[src/rtl/mem_access_unit_pkg.sv]
// rtl/mem_access_unit_pkg.sv - shared encodings and helpers for the load/store sequencer
package mem_access_unit_pkg;

  // Native data width of the SRAM datapath; the lane logic is written for 8 lanes.
  localparam int MAU_DATA_W = 64;
  localparam int MAU_LANES  = MAU_DATA_W / 8;

  // Access size encodings as carried on req_size.
  typedef enum logic [1:0] {
    SZ_B = 2'd0,
    SZ_H = 2'd1,
    SZ_W = 2'd2,
    SZ_D = 2'd3
  } size_e;

  // Sequencer states.
  typedef enum logic [1:0] {
    ST_IDLE   = 2'd0,
    ST_ACCESS = 2'd1,
    ST_WAIT   = 2'd2,
    ST_RESP   = 2'd3
  } state_e;

  // An access is misaligned when any address bit below its natural alignment is set.
  function automatic logic is_misaligned(input logic [1:0] size, input logic [2:0] offset);
    logic mis;
    case (size)
      SZ_B:    mis = 1'b0;
      SZ_H:    mis = offset[0];
      SZ_W:    mis = |offset[1:0];
      default: mis = |offset;
    endcase
    return mis;
  endfunction

endpackage

[src/rtl/mem_lane_align.sv]
// rtl/mem_lane_align.sv - byte-lane mask, store replication and load extract/extend
module mem_lane_align
  import mem_access_unit_pkg::*;
(
  input  logic [1:0]            size,
  input  logic                  is_unsigned,
  input  logic [2:0]            offset,
  input  logic [MAU_DATA_W-1:0] wdata,
  input  logic [MAU_DATA_W-1:0] rdata,
  output logic [MAU_LANES-1:0]  mask,
  output logic [MAU_DATA_W-1:0] wdata_rep,
  output logic [MAU_DATA_W-1:0] rdata_ext
);

  logic [MAU_DATA_W-1:0] shifted;

  // Move the addressed lane down to bit 0, then size, replicate and extend per access width.
  always_comb begin
    shifted   = rdata >> {offset, 3'b000};
    mask      = '0;
    wdata_rep = '0;
    rdata_ext = '0;
    case (size)
      SZ_B: begin
        mask      = 8'h01 << offset;
        wdata_rep = {8{wdata[7:0]}};
        rdata_ext = is_unsigned ? {56'd0, shifted[7:0]}
                                : {{56{shifted[7]}}, shifted[7:0]};
      end
      SZ_H: begin
        mask      = 8'h03 << offset;
        wdata_rep = {4{wdata[15:0]}};
        rdata_ext = is_unsigned ? {48'd0, shifted[15:0]}
                                : {{48{shifted[15]}}, shifted[15:0]};
      end
      SZ_W: begin
        mask      = 8'h0F << offset;
        wdata_rep = {2{wdata[31:0]}};
        rdata_ext = is_unsigned ? {32'd0, shifted[31:0]}
                                : {{32{shifted[31]}}, shifted[31:0]};
      end
      default: begin
        // Doubles fill the whole word, so extension does not apply.
        mask      = 8'hFF << offset;
        wdata_rep = wdata;
        rdata_ext = shifted;
      end
    endcase
  end

endmodule

[src/rtl/mem_access_unit.sv]
// rtl/mem_access_unit.sv - single-outstanding load/store sequencer in front of the data SRAM
module mem_access_unit
  import mem_access_unit_pkg::*;
#(
  parameter int ADDR_W = 64,
  parameter int DATA_W = 64
) (
  input  logic              clk,
  input  logic              rst_n,
  input  logic              req_valid,
  output logic              req_ready,
  input  logic              req_wen,
  input  logic [1:0]        req_size,
  input  logic              req_unsigned,
  input  logic [ADDR_W-1:0] req_addr,
  input  logic [DATA_W-1:0] req_wdata,
  output logic              resp_valid,
  input  logic              resp_ready,
  output logic [DATA_W-1:0] resp_rdata,
  output logic              resp_misalign,
  output logic              mem_en,
  output logic [7:0]        mem_we,
  output logic [ADDR_W-1:0] mem_addr,
  output logic [DATA_W-1:0] mem_wdata,
  input  logic [DATA_W-1:0] mem_rdata
);

  // The lane logic only knows an 8-lane datapath; refuse to build anything else.
  if (DATA_W != MAU_DATA_W) begin : g_bad_width
    $error("mem_access_unit: only DATA_W=64 is supported");
  end

  state_e      state;
  state_e      state_nxt;

  logic        lat_wen;
  logic [1:0]  lat_size;
  logic        lat_unsigned;
  logic [2:0]  lat_offset;
  logic [7:0]  lat_mask;

  logic        accept;
  logic        req_mis;

  logic [1:0]  al_size;
  logic        al_unsigned;
  logic [2:0]  al_offset;
  logic [7:0]  al_mask;
  logic [DATA_W-1:0] al_wrep;
  logic [DATA_W-1:0] al_rext;

  assign accept  = (state == ST_IDLE) && req_valid;
  assign req_mis = is_misaligned(req_size, req_addr[2:0]);

  // One lane aligner serves both phases: the live request while idle (mask and
  // replication are captured at accept) and the latched request afterwards (load extract).
  assign al_size     = (state == ST_IDLE) ? req_size     : lat_size;
  assign al_unsigned = (state == ST_IDLE) ? req_unsigned : lat_unsigned;
  assign al_offset   = (state == ST_IDLE) ? req_addr[2:0] : lat_offset;

  mem_lane_align u_align (
    .size        (al_size),
    .is_unsigned (al_unsigned),
    .offset      (al_offset),
    .wdata       (req_wdata),
    .rdata       (mem_rdata),
    .mask        (al_mask),
    .wdata_rep   (al_wrep),
    .rdata_ext   (al_rext)
  );

  // State register; reset drops any in-flight access or pending response.
  always_ff @(posedge clk or negedge rst_n) begin
    if (!rst_n) begin
      state <= ST_IDLE;
    end else begin
      state <= state_nxt;
    end
  end

  // Next state and the state-decoded handshake/SRAM strobes; strobes exist only in ACCESS
  // so an asynchronous reset kills them immediately.
  always_comb begin
    state_nxt  = state;
    req_ready  = 1'b0;
    resp_valid = 1'b0;
    mem_en     = 1'b0;
    mem_we     = 8'h00;
    case (state)
      ST_IDLE: begin
        req_ready = 1'b1;
        if (req_valid) begin
          state_nxt = req_mis ? ST_RESP : ST_ACCESS;
        end
      end
      ST_ACCESS: begin
        mem_en    = 1'b1;
        mem_we    = lat_wen ? lat_mask : 8'h00;
        state_nxt = ST_WAIT;
      end
      ST_WAIT: begin
        state_nxt = ST_RESP;
      end
      ST_RESP: begin
        resp_valid = 1'b1;
        if (resp_ready) begin
          state_nxt = ST_IDLE;
        end
      end
      default: begin
        state_nxt = ST_IDLE;
      end
    endcase
  end

  // Request capture, SRAM address/data staging and response data registers.
  always_ff @(posedge clk or negedge rst_n) begin
    if (!rst_n) begin
      lat_wen       <= 1'b0;
      lat_size      <= 2'd0;
      lat_unsigned  <= 1'b0;
      lat_offset    <= 3'd0;
      lat_mask      <= 8'h00;
      mem_addr      <= '0;
      mem_wdata     <= '0;
      resp_rdata    <= '0;
      resp_misalign <= 1'b0;
    end else if (accept) begin
      lat_wen       <= req_wen;
      lat_size      <= req_size;
      lat_unsigned  <= req_unsigned;
      lat_offset    <= req_addr[2:0];
      resp_rdata    <= '0;
      resp_misalign <= req_mis;
      // Misaligned requests never reach the SRAM, so its address/data stay as they were.
      if (!req_mis) begin
        lat_mask  <= al_mask;
        mem_addr  <= {req_addr[ADDR_W-1:3], 3'b000};
        mem_wdata <= al_wrep;
      end
    end else if (state == ST_WAIT) begin
      // SRAM read data is valid in the cycle after the request.
      resp_rdata <= lat_wen ? '0 : al_rext;
    end
  end

endmodule

[config.mk]
export PLATFORM = sky130hd
export DESIGN_NAME = mem_access_unit
export DESIGN_NICKNAME = d
export VERILOG_FILES = /design/src/rtl/mem_access_unit_pkg.sv /design/src/rtl/mem_lane_align.sv /design/src/rtl/mem_access_unit.sv
export SDC_FILE = /design/constraint.sdc
export NUM_CORES = 1
export LEC_CHECK = 0
export CORE_MARGIN = 8
export CORE_UTILIZATION = 45
export DETAILED_ROUTE_END_ITERATION = 7
export PLACE_DENSITY = 0.79
export SYNTH_ARGS = -nofsm -noshare
export SYNTH_HDL_FRONTEND = slang
export SYNTH_SLANG_ARGS = --single-unit
export TNS_END_PERCENT = 50
[constraint.sdc]
create_clock -name clk -period 3.2 [get_ports clk]
set_clock_uncertainty 0.1 [all_clocks]
set_input_delay 0.64 -clock clk [delete_from_list [all_inputs] [get_ports clk]]
set_output_delay 0.64 -clock clk [all_outputs]
set_load 0.03 [all_outputs]
### After elaboration in Yosys (flattened, before gate mapping)

Index checks and enable logic that the tools add are counted.

* equal/unequal tests: 9
* shift-type cells: 5
* multiplexer cells: 22
* bitwise operators: 1
* reduce and logical (&&, ||, !) cells: 9

Operator list (count)
* 2-to-1 mux 64 bit: 6
* case mux 64 bit (3 select lines): 2
* right shift 64 x 6 -> 64 bit: 1
* case mux 8 bit (3 select lines): 1
* 2-to-1 mux 8 bit: 2
* equality test 2 bit (second input constant): 4
* 2-to-1 mux 2 bit: 4
* case mux 2 bit (4 select lines): 1
* left shift 1 x 3 -> 8 bit (first input constant): 1
* left shift 2 x 3 -> 8 bit (first input constant): 1
* left shift 4 x 3 -> 8 bit (first input constant): 1
* left shift 8 x 3 -> 8 bit (first input constant): 1
* equality test 2 x 1 -> 1 bit (second input constant): 3
* zero test 2 bit: 3
* 2-to-1 mux 1 bit: 4
* inequality test 2 bit (second input constant): 2
* AND reduction 2 bit: 2
* 2-to-1 mux 3 bit: 1
* case mux 1 bit (3 select lines): 1
* OR reduction 3 bit: 1
* nonzero test 2 bit: 1
* OR reduction 2 bit: 1
* logical AND 1 bit: 1
* inverter 1 bit: 1

* register bits: 207
* input bits: 200
* output and inout port bits: 204
* word-level logic and storage cells: 56

### Longest topological paths before layout

* word-level depth: 8
* depth in mapped cells: 12
* gate-level depth less buffers: 8

### Hierarchy

Synthesis repeated with hierarchy kept, for this count alone.

* cell total of the unflattened synthesis: 890
* area total of the unflattened synthesis: 11410.9 µm²

By module, submodules not included
* mem_access_unit: instances 1, cells each 495, area each 7790.0 µm², sequential area each 5180.0 µm²
* mem_lane_align: instances 1, cells each 395, area each 3621.0 µm², sequential area each 0.0 µm²

### Worst setup path after synthesis

OpenSTA, ideal clock, no wires.

* path type: reg2reg
* start point: register state[0]
* end point: register resp_rdata[38]
* setup time: 0.092 ns
* arrival: 2.719 ns
* required time: 3.008 ns
* path slack: 0.289 ns
* cell stages (with the launch flop): 13
* buffers on the path: 4
* clock period less this slack: 2.911 ns
* cells stage by stage: dfrtp_1 > inv_1 > ha_1 > buf_6 > buf_8 > mux2_1 > buf_2 > nor2_4 > a2bb2oi_1 > a31oi_1 > nor2_4 > buf_6 > o31ai_2

* cells in the longest elaborated chain, start to end: 8
* elaborated cells on any way between the ends: 18
* classes of those cells: 3 x eq/ne; 1 x shift; 10 x mux; 4 x reduce/logical

Ends and longest elaborated chain
* from (decl): line mem_access_unit.sv:33 `state_e state;`
* from (signal assigned): line mem_access_unit.sv:77 `state <= state_nxt;`
* zero test 2 bit
* 2-to-1 mux 3 bit: line mem_access_unit.sv:59 `assign al_offset = (state == ST_IDLE) ? req_addr[2:0] : lat_offset;`
* right shift 64 x 6 -> 64 bit: line mem_lane_align.sv:19 `shifted = rdata >> {offset, 3'b000};`
* 2-to-1 mux 64 bit (on tied branches): line mem_lane_align.sv:39, mem_lane_align.sv:27, mem_lane_align.sv:33
* case mux 64 bit (3 select lines): line mem_lane_align.sv:23 `case (size)`
* 2-to-1 mux 64 bit: line mem_access_unit.sv:143 `resp_rdata <= lat_wen ? '0 : al_rext;`
* 2-to-1 mux 64 bit: line mem_access_unit.sv:141 `end else if (state == ST_WAIT) begin`
* 2-to-1 mux 64 bit: line mem_access_unit.sv:128 `end else if (accept) begin`
* to (signal assigned): line mem_access_unit.sv:143
* to (decl): line mem_access_unit.sv:19 `output logic [DATA_W-1:0] resp_rdata,`

Parallel ways exist; a longest one is shown, timed or not. The select of a mux whose other input is x is not followed.
A chain may end at the register's enable or synchronous reset.

### Worst setup path after layout

* start point: register state[1]
* end point: output port mem_we[2]

* cells in the longest elaborated chain, start to end: 2

Ends and longest elaborated chain
* equality test 2 x 1 -> 1 bit: line mem_access_unit.sv:89 `case (state)`
* 2-to-1 mux 8 bit: line mem_access_unit.sv:89
* to (decl): line mem_access_unit.sv:22 `output logic [7:0] mem_we,`

Every way passes these cells.

==> out/summary.txt <==
Avg Inst Size Synth: 9.73 µm²
relative slew slack: 64.0%
CTS Buf Count: 24
final hold viol count: 0
Post-Synthesis Cells: 1090
GR Util met1: 34.8%
Final nets: 1684
Core Box Area: 23300 µm²
maximum VDD drop: 0.000694 V
Required @ worst endpoint: 2.46 ns
Least-Margin Pin Slew: 0.540 ns
Post-Layout Cell Count: 1816
I/O Buffers: 400
CP peak stage delay: 0.72 ns
Synth Area in Simple Gates: 14.1%
die height: 169 µm
adder-cell share of the synthesized area: 0.472%
number of remaining DRC errors: 0
crit-path leading delay family: buffers and inverters
Die Footprint: 28700 µm²
Reg clk slew, reported paths: 0.06 ns
initial DRC count: 827
post-CTS setup buffer count: 0
GR Overflow Total: 0
hold-fix buffers at CTS: 0
Final period util: 93.1%
CTS tree: built
Top Usage Layer GRT: met2
Buf/Inv on CP: 2
most frequent cells in the layout: 396 x clkdlybuf4s50_1, 257 x nand2_1, 207 x dfrtp_1
Total Routed Length: 40.2 mm
post-synthesis cell area: 10600 µm²
initial core utilization: 45.4%
sequential area share after synthesis: 48.9%
min cycle time layout: 2.98 ns
RSZ-0062 raised after global routing: no
cell area power density: 1160 nW/µm²
top_reg_cell synth: dfrtp_1
clk sinks: 207
EDFF count, synth: 0
maxcap violations: 0
CP cell instances: inv_1, ha_2, and3_1, clkdlybuf4s50_1
LEAKAGE: 7.19 nW
mux share of post-synthesis cell area: 18.0%
main combinational cell family by area after synthesis: multiplexers
total track usage: 27.1%
CTS max path bufs: 3
Area Growth Syn to Fin: 51.3%
status: finished, final reports clean
Setup Total Neg Slack: 0 ns
routability congestion estimate: 0.965
Synth async-reset ratio: 100%
leading cell type in the layout, fill and taps excluded: clkdlybuf4s50_1
compound-gate portion of the synthesized area: 14.7%
largest net degree at the start of global routing: 70
synthesized flop and latch total: 207
element type at the critical path start: register
post-cts sizing count: 0
FP Rows: 56
Crit Path Category: register to output port
initial antenna violation count: 1
Hold Crit Class: primary input to asynchronous set/reset pin
# IOs: 404
setup violators final: 0
HPWL after detailed placement: 30.4 mm
XOR/XNOR Fraction of Synth Area: 0%
wire per inst: 22.2 µm
1st-pass router iterations: 7
met2 Track Usage GR: 42.3%
fraction of layout cells with a size suffix above 1: 13.8%
Clock Root Buffer: clkbuf_16
Synth Warn #: 0
vias in the first global route: 9983
Yosys cell types: 52
Crit-path slowest cell: clkdlybuf4s50_1
crit path max fanout: 9
vias per cell: 5.48
Worst-Skew Late Latency: 0.51 ns
Inst Count DP: 1773
pins over their slew limit: 0
GR met3 Demand/Resource: 7.82%
global-route wire length before repair: 60.3 mm
die width: 169 µm
crit path capture type: output port
via count: 9952
f_max: 336 MHz
Worst EP arrival: 2.24 ns
Max H-tree Level: 1
Post-DRT Antenna Nets: 0
[cells in the mapped netlist, types with 8 or more instances]
| cell | instances | area, µm² |
|---|---|---|
| nand2_1 | 259 | 972 |
| dfrtp_1 | 207 | 5180 |
| o21ai_0 | 104 | 521 |
| mux2_2 | 87 | 980 |
| mux2i_1 | 79 | 791 |
| clkbuf_1 | 60 | 225 |
| a21oi_1 | 54 | 270 |
| nor2_1 | 35 | 131 |
| a31oi_1 | 24 | 150 |
| nand3_1 | 24 | 120 |
| and3_1 | 22 | 138 |
| o211ai_1 | 22 | 165 |
| buf_2 | 14 | 70.1 |
| o21ai_1 | 11 | 55.1 |
| o31ai_1 | 11 | 82.6 |
| o31ai_2 | 9 | 113 |
| a211oi_1 | 8 | 60.1 |
[per-layer routing]
layer	vias to the layer above	share of wire [%]
li1	4594	-
met1	4791	40
met2	469	47
met3	98	8.7
met4	0	4.6
met5	-	0
[where the power goes]
| part | leakage (nW) | total (mW) | switching (mW) | internal, mW |
|---|---|---|---|---|
| Sequential | 2.62 | 4.42 | 0.665 | 3.76 |
| Combinational | 4.16 | 11.3 | 6.73 | 4.57 |
| Clock | 0.411 | 2.86 | 1.08 | 1.79 |
| Total | 7.19 | 18.6 | 8.47 | 10.1 |
[logic make-up (layout without fill, tap and decap cells)]
| group | after synthesis | after routing |
|---|---|---|
| simple gates | 358 | 358 |
| compound gates | 256 | 256 |
| flops | 207 | 207 |
| mux | 174 | 174 |
| buf+inv | 90 | 494 |
| fa+ha+maj | 4 | 4 |
| other cells | 1 | 4 |
[worst paths after layout]
check	start	end	slack (ns)	cells after the start
setup / recovery	state[1]$_DFFE_PN0P_	mem_we[2]	0.22	4
hold / removal	rst_n	mem_wdata[38]$_DFFE_PN0P_	0.02	1
setup reg to reg	state[0]$_DFFE_PN0P_	resp_rdata[37]$_DFFE_PN0P_	0.23	11
hold reg to reg	lat_mask[2]$_DFFE_PN0P_	lat_mask[2]$_DFFE_PN0P_	0.37	2
max in group asynchronous	rst_n	resp_rdata[58]$_DFFE_PN0P_	2.15	2
min in group clk	lat_mask[2]$_DFFE_PN0P_	lat_mask[2]$_DFFE_PN0P_	0.37	2
[cell type report]
| type | count | area (µm²) |
|---|---|---|
| Timing Repair Buffer | 448 | 4530 |
| Clock buffer | 39 | 768 |
| Fill cell | 1774 | 7290 |
| Antenna cell | 1 | 2.50 |
| Multi-Input combinational cell | 795 | 5090 |
| Inverter | 4 | 15.0 |
| Tap cell | 319 | 399 |
| Sequential cell | 207 | 5180 |
| Clock inverter | 3 | 65.1 |
[per-stage QoR]
step,util (%),setup slack [ns],hold slack [ns],total power [mW],instance area [µm²]
after floorplan,-,0.289,0.244,11.1,10600
after global placement,65.1,0.114,0.357,15.5,15200
after detailed placement,65.1,0.0664,0.363,15.6,15200
after CTS,68.7,0.0240,0.0259,18.6,16000
after global routing,68.8,0.0691,0.0623,19.6,16000
final,68.8,0.220,0.0198,18.6,16000
[registers in the layout, summed over array words and instances, names as in the netlist]
signal / cells
resp_misalign: 1
lat_wen: 1
mem_addr: 61
lat_mask: 8
state: 2
lat_offset: 3
resp_rdata: 64
mem_wdata: 64
lat_size: 2
lat_unsigned: 1
No activity file was read; power rests on OpenSTA's default activity.
